--- src/rtl/tx_port_txn_scheduler.sv ---
// tx_port_txn_scheduler
//   Round-robin transaction scheduler between the per-channel TX port
//   monitors and the shared TX engine. One channel is granted at a time;
//   its LEN/OFF/LAST are captured and handed to the engine. The monitor is
//   acknowledged once the engine accepts. The grant is held until both the
//   channel (DONE) and the engine (ENG_DONE) report completion.
//
//   Optional build macro: TXSCHED_WATCHDOG_EN
//     defined   - a stall watchdog raises TX_ERR[g] after C_TIMEOUT-1 WAIT
//                 cycles without engine progress while DONE[g] is low
//     undefined - TX_ERR is tied low and C_TIMEOUT is unused
//
// Ports
//   CLK, RST      clock, synchronous active-high reset
//   TXN[i]        channel i has a transaction ready
//   LEN/OFF/LAST  per-channel transaction parameters (32/31/1 bits each)
//   DONE[i]       channel i has closed its transaction
//   ACK[i]        one-cycle acknowledge to the granted monitor
//   TX_ERR[i]     watchdog error to the granted monitor
//   ENG_REQ/ACK   engine request handshake
//   ENG_CHNL/LEN/OFF/LAST  granted transaction fields
//   ENG_PROGRESS  engine moved data for the current grant (pulse)
//   ENG_DONE      engine finished the current grant (pulse)
//   BUSY          a grant is outstanding
//
//   state     | meaning
//   ----------+----------------------------------------------------------
//   S_IDLE    | no grant; arbitrate among TXN from the round-robin pointer
//   S_ISSUE   | ENG_REQ high with captured fields, waiting for ENG_ACK
//   S_ACK     | ACK[g] pulse to the monitor
//   S_WAIT    | waiting for DONE[g] and ENG_DONE (sticky)
//   S_RELEASE | advance the pointer past g, clear sticky engine done
module tx_port_txn_scheduler #(
  parameter int C_NUM_CHNL   = 4,
  parameter int C_CHNL_WIDTH = $clog2(C_NUM_CHNL),
  parameter int C_TIMEOUT    = 1024
) (
  input  logic                     CLK,
  input  logic                     RST,
  input  logic [C_NUM_CHNL-1:0]    TXN,
  input  logic [32*C_NUM_CHNL-1:0] LEN,
  input  logic [31*C_NUM_CHNL-1:0] OFF,
  input  logic [C_NUM_CHNL-1:0]    LAST,
  input  logic [C_NUM_CHNL-1:0]    DONE,
  output logic [C_NUM_CHNL-1:0]    ACK,
  output logic [C_NUM_CHNL-1:0]    TX_ERR,
  output logic                     ENG_REQ,
  input  logic                     ENG_ACK,
  output logic [C_CHNL_WIDTH-1:0]  ENG_CHNL,
  output logic [31:0]              ENG_LEN,
  output logic [30:0]              ENG_OFF,
  output logic                     ENG_LAST,
  input  logic                     ENG_PROGRESS,
  input  logic                     ENG_DONE,
  output logic                     BUSY
);

  typedef enum logic [4:0] {
    S_IDLE    = 5'b00001,
    S_ISSUE   = 5'b00010,
    S_ACK     = 5'b00100,
    S_WAIT    = 5'b01000,
    S_RELEASE = 5'b10000
  } state_e;

  state_e                  state_q;
  logic [C_CHNL_WIDTH-1:0] ptr_q;
  logic [C_CHNL_WIDTH-1:0] chnl_q;
  logic [31:0]             len_q;
  logic [30:0]             off_q;
  logic                    last_q;
  logic                    req_q;
  logic                    busy_q;
  logic                    eng_done_q;
  logic [C_NUM_CHNL-1:0]   ack_q;
  logic [C_NUM_CHNL-1:0]   grant_onehot;

  logic [C_CHNL_WIDTH-1:0] pick_idx;
  logic                    pick_vld;

  // Channel index "step" positions above base, wrapping past C_NUM_CHNL-1.
  function automatic logic [C_CHNL_WIDTH-1:0] rr_idx(
    input logic [C_CHNL_WIDTH-1:0] base,
    input int                      step
  );
    int s;
    s = int'(base) + step;
    if (s >= C_NUM_CHNL) s = s - C_NUM_CHNL;
    return C_CHNL_WIDTH'(s);
  endfunction

  // Walk from the farthest position down to the pointer so the nearest
  // requester at or above the pointer is the last one written and wins.
  always_comb begin
    pick_vld = 1'b0;
    pick_idx = '0;
    for (int i = C_NUM_CHNL - 1; i >= 0; i--) begin
      if (TXN[rr_idx(ptr_q, i)]) begin
        pick_vld = 1'b1;
        pick_idx = rr_idx(ptr_q, i);
      end
    end
  end

  assign grant_onehot = {{(C_NUM_CHNL-1){1'b0}}, 1'b1} << chnl_q;

  always_ff @(posedge CLK) begin
    if (RST) begin
      state_q    <= S_IDLE;
      ptr_q      <= '0;
      chnl_q     <= '0;
      len_q      <= '0;
      off_q      <= '0;
      last_q     <= 1'b0;
      req_q      <= 1'b0;
      busy_q     <= 1'b0;
      eng_done_q <= 1'b0;
      ack_q      <= '0;
    end else begin
      case (state_q)
        S_IDLE: begin
          if (pick_vld) begin
            chnl_q  <= pick_idx;
            len_q   <= LEN[32*pick_idx +: 32];
            off_q   <= OFF[31*pick_idx +: 31];
            last_q  <= LAST[pick_idx];
            req_q   <= 1'b1;
            busy_q  <= 1'b1;
            state_q <= S_ISSUE;
          end
        end
        S_ISSUE: begin
          if (ENG_DONE) eng_done_q <= 1'b1;
          if (ENG_ACK) begin
            req_q   <= 1'b0;
            ack_q   <= grant_onehot;
            state_q <= S_ACK;
          end
        end
        S_ACK: begin
          // DONE[g] is deliberately ignored here: the monitor only sees ACK
          // one cycle later, so its DONE is stale in this cycle.
          if (ENG_DONE) eng_done_q <= 1'b1;
          ack_q   <= '0;
          state_q <= S_WAIT;
        end
        S_WAIT: begin
          if (ENG_DONE) eng_done_q <= 1'b1;
          if (DONE[chnl_q] && (eng_done_q || ENG_DONE)) state_q <= S_RELEASE;
        end
        S_RELEASE: begin
          ptr_q      <= (chnl_q == C_CHNL_WIDTH'(C_NUM_CHNL - 1)) ? '0 : chnl_q + 1'b1;
          eng_done_q <= 1'b0;
          busy_q     <= 1'b0;
          state_q    <= S_IDLE;
        end
        default: begin
          state_q    <= S_IDLE;
          req_q      <= 1'b0;
          busy_q     <= 1'b0;
          eng_done_q <= 1'b0;
          ack_q      <= '0;
        end
      endcase
    end
  end

  assign ACK      = ack_q;
  assign ENG_REQ  = req_q;
  assign ENG_CHNL = chnl_q;
  assign ENG_LEN  = len_q;
  assign ENG_OFF  = off_q;
  assign ENG_LAST = last_q;
  assign BUSY     = busy_q;

`ifdef TXSCHED_WATCHDOG_EN
  localparam int                C_WD_W    = $clog2(C_TIMEOUT) + 1;
  localparam logic [C_WD_W-1:0] C_WD_LAST = C_WD_W'(C_TIMEOUT - 1);

  logic [C_WD_W-1:0]     wd_cnt_q;
  logic [C_WD_W-1:0]     wd_cnt_d;
  logic [C_NUM_CHNL-1:0] err_q;

  // Saturates at the terminal value so a long stall cannot wrap around.
  always_comb begin
    wd_cnt_d = wd_cnt_q;
    if (ENG_PROGRESS) wd_cnt_d = '0;
    else if (!DONE[chnl_q] && (wd_cnt_q != C_WD_LAST)) wd_cnt_d = wd_cnt_q + 1'b1;
  end

  always_ff @(posedge CLK) begin
    if (RST) begin
      wd_cnt_q <= '0;
      err_q    <= '0;
    end else if (state_q == S_ACK) begin
      wd_cnt_q <= '0;
      err_q    <= '0;
    end else if (state_q == S_WAIT) begin
      wd_cnt_q <= wd_cnt_d;
      if (wd_cnt_d == C_WD_LAST) err_q <= grant_onehot;
    end else if (state_q == S_RELEASE) begin
      err_q <= '0;
    end
  end

  assign TX_ERR = err_q;
`else
  assign TX_ERR = '0;

  // Watchdog inputs are not consumed in this build.
  logic unused_wd;
  assign unused_wd = ENG_PROGRESS ^ (C_TIMEOUT > 1);
`endif

endmodule

--- config.mk ---
export PLATFORM = sky130hd
export DESIGN_NAME = tx_port_txn_scheduler
export DESIGN_NICKNAME = d
export VERILOG_FILES = /design/src/rtl/tx_port_txn_scheduler.sv
export SDC_FILE = /design/constraint.sdc
export NUM_CORES = 1
export LEC_CHECK = 0
export ABC_CLOCK_PERIOD_IN_PS = 4000
export CAP_MARGIN = 20
export CORE_AREA = 2 2 132 134
export CTS_BUF_LIST = sky130_fd_sc_hd__clkbuf_4
export DETAILED_ROUTE_END_ITERATION = 7
export DIE_AREA = 0 0 134 136
export PLACE_DENSITY = 0.74
export SLEW_MARGIN = 15
export SYNTH_ARGS = -nofsm -noshare
export SYNTH_HDL_FRONTEND = slang
export SYNTH_SLANG_ARGS = --single-unit
--- constraint.sdc ---
create_clock -name CLK -period 4 [get_ports CLK]
set_input_delay 0.6 -clock CLK [delete_from_list [all_inputs] [get_ports CLK]]
set_output_delay 0.6 -clock CLK [all_outputs]
set_load 0.005 [all_outputs]
Word level (Yosys, flattened, before mapping)
Cells that the tools add are included.

Bits in registers: 80. Word-level logic and storage cells: 94.

Mux-type cells: 37. Equality and inequality tests: 10. Multipliers: 1. Shift operators: 3. Bitwise gates (word level): 4. Add/sub/neg operators: 8. Order comparisons: 10. Reductions and logical operators: 11.

Operator list (number): 128-bit by 8-bit variable part select with 32-bit output (1); 124-bit by 8-bit variable part select with 31-bit output (1); 5-bit case mux with 4 select lines (1); 2-bit by 3-bit < comparator with 1-bit output, second input constant (6); 2-bit two-way mux (9); 5-bit two-way mux (3); 1-bit two-way mux (13); 1-bit binary-select mux with 2-bit select (6); 3-bit >= comparator, second input constant (3); 3-bit OR reduction (3); 4-bit case mux with 2 select lines (1); 2-bit AND reduction (4); 2-bit by 1-bit subtractor with 2-bit output, second input constant (4); 5-bit by 2-bit multiplier with 7-bit output, first input constant (1); 2-bit by 2-bit adder with 3-bit output, second input constant (2); 2-bit != test, second input constant (3); 3-bit AND reduction (2); 5-bit by 1-bit equality test with 1-bit output, second input constant (1); 5-bit by 2-bit equality test with 1-bit output, second input constant (1); 5-bit by 3-bit equality test with 1-bit output, second input constant (1); 5-bit by 4-bit equality test with 1-bit output, second input constant (1); 5-bit equality test, second input constant (1); 4-bit two-way mux (1); 1-bit inverter (4); 10 further kinds (11).

Depth between registers and ports, before layout
Depth after elaboration: 11. Mapped depth: 8.

Least setup slack after synthesis
OpenSTA, ideal clock, no wires.

Kind: input to register. Start point: input TXN[0]. End point: register len_q[0], in the netlist ENG_LEN[0]. Required time: 3.878 ns. Arrival: 2.041 ns. Cell stages on the path: 6. Library setup time: 0.122 ns. Path buffers: 1. Slack: 1.837 ns. Cells stage by stage: nor2b_1 > o21ba_2 > nor2_2 > buf_2 > mux2_2 > a221o_1.

Longest elaborated chain between the ends: 7. Elaborated cells on any way between the ends: 18. Those cells by class: shift (1); mux (16); reduce/logical (1).

RTL lines: start: declaration (line 40) `input logic [C_NUM_CHNL-1:0] TXN,`; 1-bit binary-select mux with 2-bit select (line 98) `if (TXN[rr_idx(ptr_q, i)]) begin`; 1-bit two-way mux (not written as such) (line 98); 2-bit two-way mux or 1-bit two-way mux (tied branches) (4 in series) (line 98); 128-bit by 8-bit variable part select with 32-bit output or 2-bit AND reduction (tied branches); end signal: assignment (line 124) `len_q <= LEN[32*pick_idx +: 32];`; end: declaration (line 69) `logic [31:0] len_q;`.

Parallel ways exist; a longest one is shown, timed or not. The select of a mux whose other input is x is not followed. A chain may end at the register's enable or synchronous reset.

Worst setup path in the final report
Start point: input TXN[2]. End point: register off_q[21], in the netlist ENG_OFF[21].

Longest elaborated chain between the ends: 8. Elaborated cells on any way between the ends: 19. Those cells by class: mul (1); shift (1); mux (16); reduce/logical (1).

RTL lines: 1-bit binary-select mux with 2-bit select (line 98); 1-bit two-way mux (not written as such) (line 98); 2-bit two-way mux (4 in series) (line 98); 5-bit by 2-bit multiplier with 7-bit output (line 125) `off_q <= OFF[31*pick_idx +: 31];`; 124-bit by 8-bit variable part select with 31-bit output (line 125); end signal: assignment (line 125); end: declaration (line 70) `logic [30:0] off_q;`.

Parallel ways exist; a longest one is shown, timed or not. The select of a mux whose other input is x is not followed.

==> qor.txt <==
Status: finished, final reports clean
CP Class: input port to flop
Grt ovf: 0
CP endpoint kind: flop
Unrepaired setup endpoints after global routing: false
WL met2: 9440 um
Top sig layer: met4
Insertion delay to the later sink of the worst-skew pair: 440 ps
Crit path launch type: input port
Post-CTS sizing: 0
Post-synth EDFFs: 0
WHS Endpoint: ENG_OFF[30]
NetSw: 0.000716 W
Crit path arrival time: 3210 ps
DR DRC count: 0
Static leakage: 3.20 nW
Area contributors post-synth: dfxtp_1 33%, mux2_2 10%, a221o_1 9.4%
Commonest non-fill, non-tap cells in the layout: 339 x clkdlybuf4s50_1, 80 x dfxtp_1, 55 x o21ai_0
Initial Utilization: 0.284
Placed instance area: 0.00837 mm^2
Setup slack on the worst flop-to-flop path: 1420 ps
Area Growth Syn to Fin: 77.6%
Sequential power share: 0.400
Main synth FF type: dfxtp_1
HP Class: flop to flop
Worst-case clock buffer depth: 2
Hold Crit Start: ENG_OFF[30]
Row cnt: 48
Clock Power Share: 0.217
Reg-to-Reg Start: state_q[3]
Area of the core: 0.0169 mm^2
Placed instance count: 1,055
DRT antenna net count: 0
Yosys top cell by area: dfxtp_1
Internal power: 0.00174 W
Die Ht: 136 um
First-pass GRT wire length: 29,000 um
Number of max-cap violations: 0
Fin crit period: 2810 ps
FF-to-FF path depth: 5
Die W: 134 um
Most common cell after layout, fill and taps aside: clkdlybuf4s50_1
Pre-antenna DRT Iters: 6
Final Non-Filler Cells: 1,069
VDD IR-drop max: 0.118 mV
# hold bufs at CTS: 0
# port buffers: 339
Post-Syn Instances: 533
Hold Path Cell Cnt: 2
Fraction of registers with async set/reset: 0
I/O pins: 345
Antenna violations before repair: 1
Worst-path clk slew: 130 ps
Metal3 WL: 1850 um
Vias in the first global route: 5,417
Fin crit share: 0.702
M1 WL: 7600 um
FF+latch count, synth: 80
DIE AREA: 0.0182 mm^2
Synth unique cells: 45
Max-slew headroom: 0.332
CTS Buf Count: 9
Post-layout net count: 1,114
Final core occ: 0.505
Final Cell Area: 0.00851 mm^2
Layout cells sized above 1: 0.0985
Hold Vio Cnt, Final: 0
Vias: 5,506
Ys Warns: 0
Final clock skew: 23.5 ps
GRT Util Overall: 0.204
Worst R2R End: ENG_OFF[21]
Largest net degree at the start of global routing: 47
Worst-Margin Slew: 1000 ps
Root Buffer: clkbuf_4
Worst-path fanout max: 25
Setup Buffers After CTS: 0
Post-Syn Area: 0.00479 mm^2
Drt wl/cell: 18.2 um
DR iter-0 viols: 360
Final count of negative-setup-slack endpoints: 0
Critical Path RT: 4400 ps
HPWL after DPL: 13,900 um
Tot Pwr: 0.00246 W
Power per cell area: 289 mW/mm^2
Crit path from: TXN[2]
Gate power share: 0.382
FMAX: 0.356 GHz
Sequential-to-total area share from yosys stat: 0.334
Final setup TNS: 0 ps
Mean Syn Cell Area: 9.00 um^2
Fin. max-slew vios: 0
Routability Congestion: 0.835
Total wire length: 19,500 um
Sw Share: 0.291
TritonCTS Sinks: 80
Htree depth: 3
CTS tree: built
Post-synth top area share: 0.334
Vias/cell: 5.15
cell usage after synthesis (14+ instances only):
cell        n
nand3_1    47
a221o_1    45
dfxtp_1    80
mux2_2     44
mux2i_1    42
o21ai_0    55
a2bb2oi_1  20
nor2_1     14
clkbuf_1   29
o21ai_1    20
buf_2      17
a21oi_1    52
layer usage:
layer  global-route usage  vias up
met2                0.353      254
met5                    0        -
met4               0.0898        0
met1                0.232     2565
met3               0.0608       33
li1                     -     2654
logic make-up after synthesis:
kind of cell	share of synthesized area
xor+xnor	0.00731
other cells	0.000782
simple gates	0.108
mux	0.196
flops	0.334
buf+inv	0.0585
compound gates	0.286
fa+ha+maj	0.0104
per-stage QoR:
stage | setup WS, ps | hold WS [ps]
after floorplan | 1840 | 432
after global placement | 738 | 446
after detailed placement | 702 | 465
after CTS | 1200 | 494
after global routing | 1050 | 518
final | 1190 | 490
registers in the layout (all words and copies together) (netlist names):
register    cells
ENG_LEN        32
ptr_q           2
state_q         5
ENG_REQ         1
ENG_OFF        31
ACK             4
eng_done_q      1
ENG_LAST        1
BUSY            1
ENG_CHNL        2
layout make-up:
cell class	count	area, um^2
tap	225	282
clock buffer	9	67.6
multi-input combinational	396	2970
antenna	1	2.50
clock inverter	4	72.6
sequential	80	1600
inverter	4	15.0
timing repair buffer	350	3500
fill	1567	8360
worst max path at each step:
| stage | endpoint | slack (ps) | depth (start not counted) |
|---|---|---|---|
| 6_report | ENG_OFF[21] | 1190 | 6 |
| 5_1_grt | ENG_LEN[13] | 1050 | 6 |
| 4_1_cts | ENG_LEN[13] | 1200 | 6 |
| 3_5_place_dp | ENG_LEN[28] | 700 | 6 |
| 3_3_place_gp | ENG_OFF[26] | 740 | 6 |
| 2_1_floorplan | ENG_LEN[0] | 1840 | 6 |
worst max-delay path, stage by stage:
cell	delay [ps]
clkdlybuf4s50_1	610
or3b_1	430
o221ai_4	90
nor3b_4	800
buf_4	450
a221o_1	210
power groups by stage:
stage / clock network [W] / logic [W] / registers (W)
after floorplan: 0 / 0.000358 / 0.000996
after global placement: 0 / 0.000936 / 0.000997
after detailed placement: 0 / 0.000944 / 0.000999
after CTS: 0.000561 / 0.000948 / 0.000984
after global routing: 0.000589 / 0.00101 / 0.00100
final: 0.000535 / 0.000940 / 0.000985
Note: power is estimated with default switching activity, not from simulation.
